===== config.mk =====
export PLATFORM = sky130hd
export DESIGN_NAME = wb_write_queue
export DESIGN_NICKNAME = d
export VERILOG_FILES = /design/src/rtl/wb_write_queue.sv
export SDC_FILE = /design/constraint.sdc
export NUM_CORES = 1
export LEC_CHECK = 0
export CORE_MARGIN = 2
export CORE_UTILIZATION = 42
export CTS_BUF_LIST = sky130_fd_sc_hd__clkbuf_4 sky130_fd_sc_hd__clkbuf_8
export CTS_CLUSTER_SIZE = 28
export DETAILED_ROUTE_END_ITERATION = 16
export SYNTH_ARGS = -nofsm -noshare
export SYNTH_HDL_FRONTEND = slang
export SYNTH_SLANG_ARGS = --single-unit

===== constraint.sdc =====
create_clock -name clk -period 3.1 [get_ports clk]
set_input_delay 0.62 -clock clk [delete_from_list [all_inputs] [get_ports clk]]
set_output_delay 0.62 -clock clk [all_outputs]
set_load 0.01 [all_outputs]

===== src/rtl/wb_write_queue.sv =====
// Writeback queue: buffers register-file writes in FIFO order behind a single
// write port and answers pending-write lookups for the youngest queued value.
module wb_write_queue #(
    parameter int DEPTH = 4
) (
    input  logic                       clk,
    input  logic                       rst_n,
    input  logic                       inValid,
    output logic                       inReady,
    input  logic [4:0]                 inReg,
    input  logic [31:0]                inData,
    input  logic                       drainHold,
    output logic                       regWrite,
    output logic [4:0]                 writeReg,
    output logic [31:0]                writeData,
    input  logic [4:0]                 lookReg1,
    input  logic [4:0]                 lookReg2,
    output logic                       lookHit1,
    output logic                       lookHit2,
    output logic [31:0]                lookData1,
    output logic [31:0]                lookData2,
    output logic                       empty,
    output logic [$clog2(DEPTH):0]     count
);

    localparam int PW = $clog2(DEPTH);
    localparam int CW = PW + 1;

    logic [4:0]    regMem  [DEPTH];
    logic [31:0]   dataMem [DEPTH];
    logic [PW-1:0] head;
    logic [PW-1:0] tail;
    logic          doEnq;
    logic          doPop;
    logic [PW-1:0] idx;

    assign empty    = (count == '0);
    assign inReady  = (count != CW'(DEPTH));
    assign regWrite = !empty && !drainHold;
    assign doPop    = regWrite;
    // Writes to r0 complete the handshake but never occupy a slot.
    assign doEnq    = inValid && inReady && (inReg != 5'd0);

    assign writeReg  = empty ? 5'd0  : regMem[head];
    assign writeData = empty ? 32'd0 : dataMem[head];

    always_ff @(posedge clk or negedge rst_n) begin
        if (!rst_n) begin
            head  <= '0;
            tail  <= '0;
            count <= '0;
        end else begin
            if (doEnq) tail <= tail + PW'(1);
            if (doPop) head <= head + PW'(1);
            if (doEnq && !doPop)
                count <= count + CW'(1);
            else if (doPop && !doEnq)
                count <= count - CW'(1);
        end
    end

    // Entry storage is deliberately left unreset; count gates visibility.
    always_ff @(posedge clk) begin
        if (doEnq) begin
            regMem[tail]  <= inReg;
            dataMem[tail] <= inData;
        end
    end

    // Walk oldest to youngest so the last match seen is the youngest one.
    always_comb begin
        lookHit1  = 1'b0;
        lookHit2  = 1'b0;
        lookData1 = 32'd0;
        lookData2 = 32'd0;
        idx       = '0;
        for (int i = 0; i < DEPTH; i++) begin
            idx = head + PW'(i);
            if (CW'(i) < count) begin
                if (lookReg1 != 5'd0 && regMem[idx] == lookReg1) begin
                    lookHit1  = 1'b1;
                    lookData1 = dataMem[idx];
                end
                if (lookReg2 != 5'd0 && regMem[idx] == lookReg2) begin
                    lookHit2  = 1'b1;
                    lookData2 = dataMem[idx];
                end
            end
        end
    end

endmodule


## Word level (Yosys, flattened, before mapping)

Memory sizes are Yosys's and may differ from the RTL's.
Index checks and enable logic that the tools add are counted.

- Divide/modulo/power cells: 0
- Add/subtract/negate cells: 6
- Multiplexer cells: 38
- $lt $le $gt $ge: 4
- Equal/unequal tests: 9
- Shift-type cells: 0
- Bitwise gates (word level): 0
- Multipliers: 0
- Reductions and logical operators: 22

Operator list:

| cell | count |
|---|---|
| 32-bit 2-to-1 mux | 17 |
| 5-bit == test | 8 |
| 1-bit 2-to-1 mux | 18 |
| 5-bit nonzero test | 3 |
| 1-bit logical AND | 13 |
| 1-bit by 3-bit < comparator with 1-bit output, first input constant | 2 |
| 2-bit by 3-bit < comparator with 1-bit output, first input constant | 2 |
| 3-bit 2-to-1 mux | 2 |
| 5-bit 2-to-1 mux | 1 |
| 2-bit by 1-bit adder with 2-bit output, second input constant | 2 |
| 2-bit adder, second input constant | 2 |
| 1-bit logical NOT | 4 |
| 3-bit by 1-bit adder with 3-bit output, second input constant | 1 |
| 3-bit logical NOT | 1 |
| 3-bit != test, second input constant | 1 |
| 3-bit by 1-bit subtractor with 3-bit output, second input constant | 1 |
| 2-bit nonzero test | 1 |

- Latch bits: 0
- Word-level logic and storage cells: 84
- RAM bits: 148
- Input bits: 51
- Register bits: 7
- Memories: 2
- Memory bits (read-only): 0

Memories:

| memory | depth | width | read ports | clocked after memory_dff | write ports | line | text |
|---|---|---|---|---|---|---|---|
| dataMem | 4 | 32 | 4 | 0 | 1 | 30 | `logic [31:0] dataMem [DEPTH];` |
| regMem | 4 | 5 | 4 | 0 | 1 | 29 | `logic [4:0] regMem [DEPTH];` |

## Logic depth before layout (Yosys ltp)

An unclocked memory read counts as a cell.

- Word-level depth: 11
- Gate-level depth with buffers: 12

## Least setup slack after synthesis

Ideal clock, no wire load.

- Path kind: in2out
- From: in lookReg2[1]
- To: out lookHit2
- Slack: 0.066 ns
- Data required time: 2.480 ns
- Path buffers: 2
- Stages on the path: 8
- Arrival: 2.414 ns
- Cell sequence: clkbuf_1 -> nor4_1 -> nand2_1 -> o2111a_1 -> o211ai_1 -> buf_4 -> inv_1 -> or4b_2

- Longest elaborated chain between the ends: 10
- Elaborated cells on any way between the ends: 17
- Classes of those cells: eq/ne (4); mux (8); reduce/logical (5)

Ends and longest elaborated chain:

| element | line | text |
|---|---|---|
| start, declared | 17 | `input logic [4:0] lookReg2,` |
| 5-bit == test / 5-bit nonzero test (equally long branches) | 84 | `if (lookReg2 != 5'd0 && regMem[idx] == lookReg2) begin` |
| 1-bit logical AND | 84 |  |
| 1-bit 2-to-1 mux | 84 |  |
| 1-bit 2-to-1 mux | 79 | `if (CW'(i) < count) begin` |
| 1-bit 2-to-1 mux | 84 |  |
| 1-bit 2-to-1 mux | 79 |  |
| 1-bit 2-to-1 mux | 84 |  |
| 1-bit 2-to-1 mux | 79 |  |
| 1-bit 2-to-1 mux | 84 |  |
| 1-bit 2-to-1 mux (*) | 79 |  |
| end, declared | 19 | `output logic lookHit2,` |

Every way passes the cells marked *; elsewhere a longest branch is shown, timed or not.

## Final worst setup path

- From: reg head[1]
- To: out lookData2[22]

- Longest elaborated chain between the ends: 11
- Elaborated cells on any way between the ends: 21
- Classes of those cells: add/sub (3); eq/ne (4); mux (8); reduce/logical (4); memory (2)

Ends and longest elaborated chain:

| element | line | text |
|---|---|---|
| start, declared | 31 | `logic [PW-1:0] head;` |
| start signal, assigned | 54 | `if (doPop) head <= head + PW'(1);` |
| parallel branches: the longest is 10 deep, another holds memory 4 x 5 bit | n/a |  |
| 32-bit 2-to-1 mux (*) | 79 |  |
| end, declared | 21 | `output logic [31:0] lookData2,` |

Mark *: on every way between the ends.

==> results.md <==
- Outcome: finished with violations
- Failing checks: setup timing
- Share of the synthesized area in the top cell type: 39.8%
- Clk_skew: 0.0219 ns
- Critical path startpoint: head[1]$_DFFE_PN0P_
- P_sw: 0.00821 W
- Final setup viols: 85
- Antenna Nets Post-Route: 0
- Crit end category: output pin
- Critical path peak fanout: 6
- Post-CTS Hold Buffers: 0
- WS Path Type: flip-flop to output pin
- Clock Sinks: 155
- Vias per cell: 5.99
- Slowest CP cell: dfrtp_4
- Hold Path Class: input pin to async pin
- CORE AREA: 26,100 µm²
- Routed len/inst: 23.0 µm
- Mapped Cells: 1,234
- Total track usage: 30.3%
- Sequential cell area fraction in the yosys report: 41.4%
- Area leader, netlist: edfxtp_1
- Synth async-reset ratio: 4.52%
- FP Rows: 59
- Peak Freq: 0.250 GHz
- DR vias: 11,500
- Area of the multi-input gates: 7670 µm²
- Largest net degree at the start of global routing: 53
- FF-to-FF path depth: 9
- Crit share post-route: 129%
- First-pass GRT wire length: 65.1 mm
- Clock Power Share: 8.9%
- Initial Util: 42.8%
- Endpoints failing hold: 0
- Flop pwr share: 16.6%
- Clock tree buffer depth: 2
- TritonCTS clock tree: done
- WL final: 44.0 mm
- PortBufs: 159
- Layout area overhead: 58.9%
- Fill cells: 1,916
- Antenna cells: 0
- WHS: 0.411 ns
- Fin crit period: 4.00 ns
- Crit path DAT: 3.38 ns
- P_leak: 7.34 nW
- Die H: 167 µm
- Reg2Reg Setup Slack: 0.96 ns
- FF-to-FF Start: count[1]$_DFFE_PN0P_
- Syn_nets: 1,294
- Ys Warns: 0
- CP startpoint kind: flip-flop
- Top post-synthesis cells by area: edfxtp_1 (40%), nand2_1 (9.8%), mux2i_1 (8.4%)
- Worst Slack Setup Final: -0.899 ns
- Ys flop type: edfxtp_1
- Drt drc: 0
- Fraction of layout cells with a size suffix above 1: 46.1%
- Worst EP required: 2.48 ns
- Critical path buffers and inverters: 8
- Tightest Pin Transition: 0.908 ns
- FF+latch count, synth: 155
- Pwr dens: 1010 nW/µm²
- Setup_tns: -51.01 ns
- Number of H-tree levels: 4
- Seq. cell area: 4630 µm²
- DP Worst Slack: -1.23 ns
- Clock buffer count from CTS: 17
- DR pass1 iterations: 5
- Max-cap viol count: 0
- Syn Std Cell Area: 11,200 µm²
- CP delay by family, top: buffers and inverters
- CP peak stage delay: 0.54 ns
- Initial antenna violation count: 1
- Chip width: 167 µm
- Crit-path cells: buf_6, buf_6, mux2i_4, xnor2_2, buf_4, nor4_4, o211ai_1, buf_4, buf_8, buf_12, buf_8, a311oi_2, o22ai_2, buf_2
- Die area: 27,900 µm²
- Post-synth EDFFs: 148
- Max-slew violations: 0
- Critical Path Sink: lookData2[22]
- FF-to-FF End: dataMem[3][22]$_DFFE_PP_
- RSZ-0062 raised after global routing: true
- Combinational power share: 74.4%
- First DRT Iteration DRCs: 1,133
- Mapped Avg Cell Area: 9.05 µm²
- Worst-path clk slew: 0.09 ns
- Net Sw Frac: 45.7%
- Nets@finish: 1,628
- Hpwl dp: 22.7 mm
- Critical Path Stages: 14
- Total congestion overflow: 0
- Clock latency at the later pin of the worst-skew pair: 0.47 ns
- Vias in the first global route: 11,400
- Worst VDD drop: 0.000443 V
- I/O Pins: 160
- Root buffer cell: clkbuf_8
- Internal power: 0.00976 W
- RD Place Congestion: 0.959
- Count of cell types in the netlist: 42
- Max-slew headroom at the worst pin: 39.0%
area by class of cell:
cell class | instances | share of cell area, %
timing repair buffer | 425 | 25.7
inverter | 12 | 0.324
clock inverter | 14 | 0.910
multi-input combinational | 957 | 43.3
sequential | 155 | 26.1
tap | 335 | 2.36
clock buffer | 18 | 1.36
layer usage:
metal	track usage, %	vias to the layer above	wire length (µm)
met5	0	-	0
met4	11.1	0	1430
met3	6.42	123	4420
met2	49.6	670	20800
met1	39.8	5554	17300
li1	-	5135	-
sequential cells by signal, indices dropped and copies added, names as in the netlist:
register,flops
count,3
dataMem,128
tail,2
regMem,20
head,2
cells by family (layout without fill, tap and decap cells):
kind of cell,Yosys count,after routing,share of synthesized area [%]
adder cells (fa/ha/maj),9,9,1.01
AO/OA/AOI/OAI,208,208,12.4
multiplexers,172,172,17.3
flip-flops,155,155,41.4
AND/OR/NAND/NOR,522,522,19.0
XOR/XNOR,46,46,3.61
buffers and inverters,122,469,5.30
cell usage in the layout (no fill, tap or decap), types with 20 or more instances in the layout:
master           netlist  layout
a311oi_2               0      54
buf_12                 0      45
buf_16                 0      20
buf_2                 41      90
buf_4                  6     121
buf_6                  8      67
clkdlybuf4s50_1        0      56
edfxtp_1             148     148
mux2_2                67      65
mux2i_1               94      85
nand2_1              291     266
nor2_1               165      99
nor2_4                 0      49
o21ai_0               68      67
o22ai_1               64      33
o22ai_2                0      27
xnor2_1               35      30
power groups by stage:
stage	Sequential, W	Combinational (W)	Clock (W)
global placement	0.00302	0.00981	0
finish	0.00299	0.0134	0.00161
global route	0.00303	0.0141	0.00169
CTS	0.00297	0.0118	0.00161
detailed placement	0.00305	0.00987	0
floorplan	0.00298	0.00570	0
how the worst min path moves through the flow:
stage                                   start                    to  slack [ns]  depth (start not counted)
after detailed placement  tail[1]$_DFFE_PN0P_   tail[1]$_DFFE_PN0P_        0.63                          2
after global routing                    rst_n  count[0]$_DFFE_PN0P_        0.40                          1
after CTS                               rst_n  count[0]$_DFFE_PN0P_        0.39                          1
after floorplan                         rst_n  count[0]$_DFFE_PN0P_        0.32                          0
after global placement    tail[1]$_DFFE_PN0P_   tail[1]$_DFFE_PN0P_        0.62                          2
final                                   rst_n  count[0]$_DFFE_PN0P_        0.41                          1
synthesized netlist by cell type, types with 2 or more instances:
| master | n |
|---|---|
| nor2b_1 | 6 |
| mux2i_1 | 94 |
| o22ai_1 | 64 |
| inv_1 | 11 |
| o21ai_0 | 68 |
| mux4_2 | 10 |
| mux2_2 | 67 |
| xor2_1 | 11 |
| nor4_4 | 2 |
| clkbuf_1 | 45 |
| dfrtp_1 | 7 |
| and2_1 | 5 |
| nand4_1 | 5 |
| buf_4 | 6 |
| ha_1 | 9 |
| nor4_1 | 5 |
| edfxtp_1 | 148 |
| nor3_1 | 35 |
| buf_1 | 10 |
| nand2_1 | 291 |
| buf_2 | 41 |
| buf_6 | 8 |
| a21oi_1 | 6 |
| a311oi_1 | 64 |
| xnor2_1 | 35 |
| nor2_1 | 165 |
worst register-to-register path, delay by kind of cell, from the launching register on:
family | cells | cell delay, ns
buf+inv | 4 | 0.67
compound gates | 1 | 0.11
simple gates | 3 | 0.43
fa+ha+maj | 1 | 0.20
flops | 1 | 0.43
timing repair:
| item | CTS | global route |
|---|---|---|
| hold endpoints to repair | 0 | 0 |
| endpoints found under the setup margin | 103 | 103 |
| cloned | 24 | 1 |
| pin swaps | 65 | 143 |
| setup buffers | 63 | 18 |
| gates resized for setup | 605 | 295 |
metrics by stage:
stage	instances	utilization (%)	power (W)	cell area, µm²
floorplan	1234	-	0.00868	11200
global placement	1791	54.7	0.0128	14200
detailed placement	1791	54.7	0.0129	14200
CTS	1906	64.2	0.0164	16700
global route	1916	68.1	0.0188	17700
finish	1916	68.1	0.0180	17700
Power figures use the tool's default switching activity.
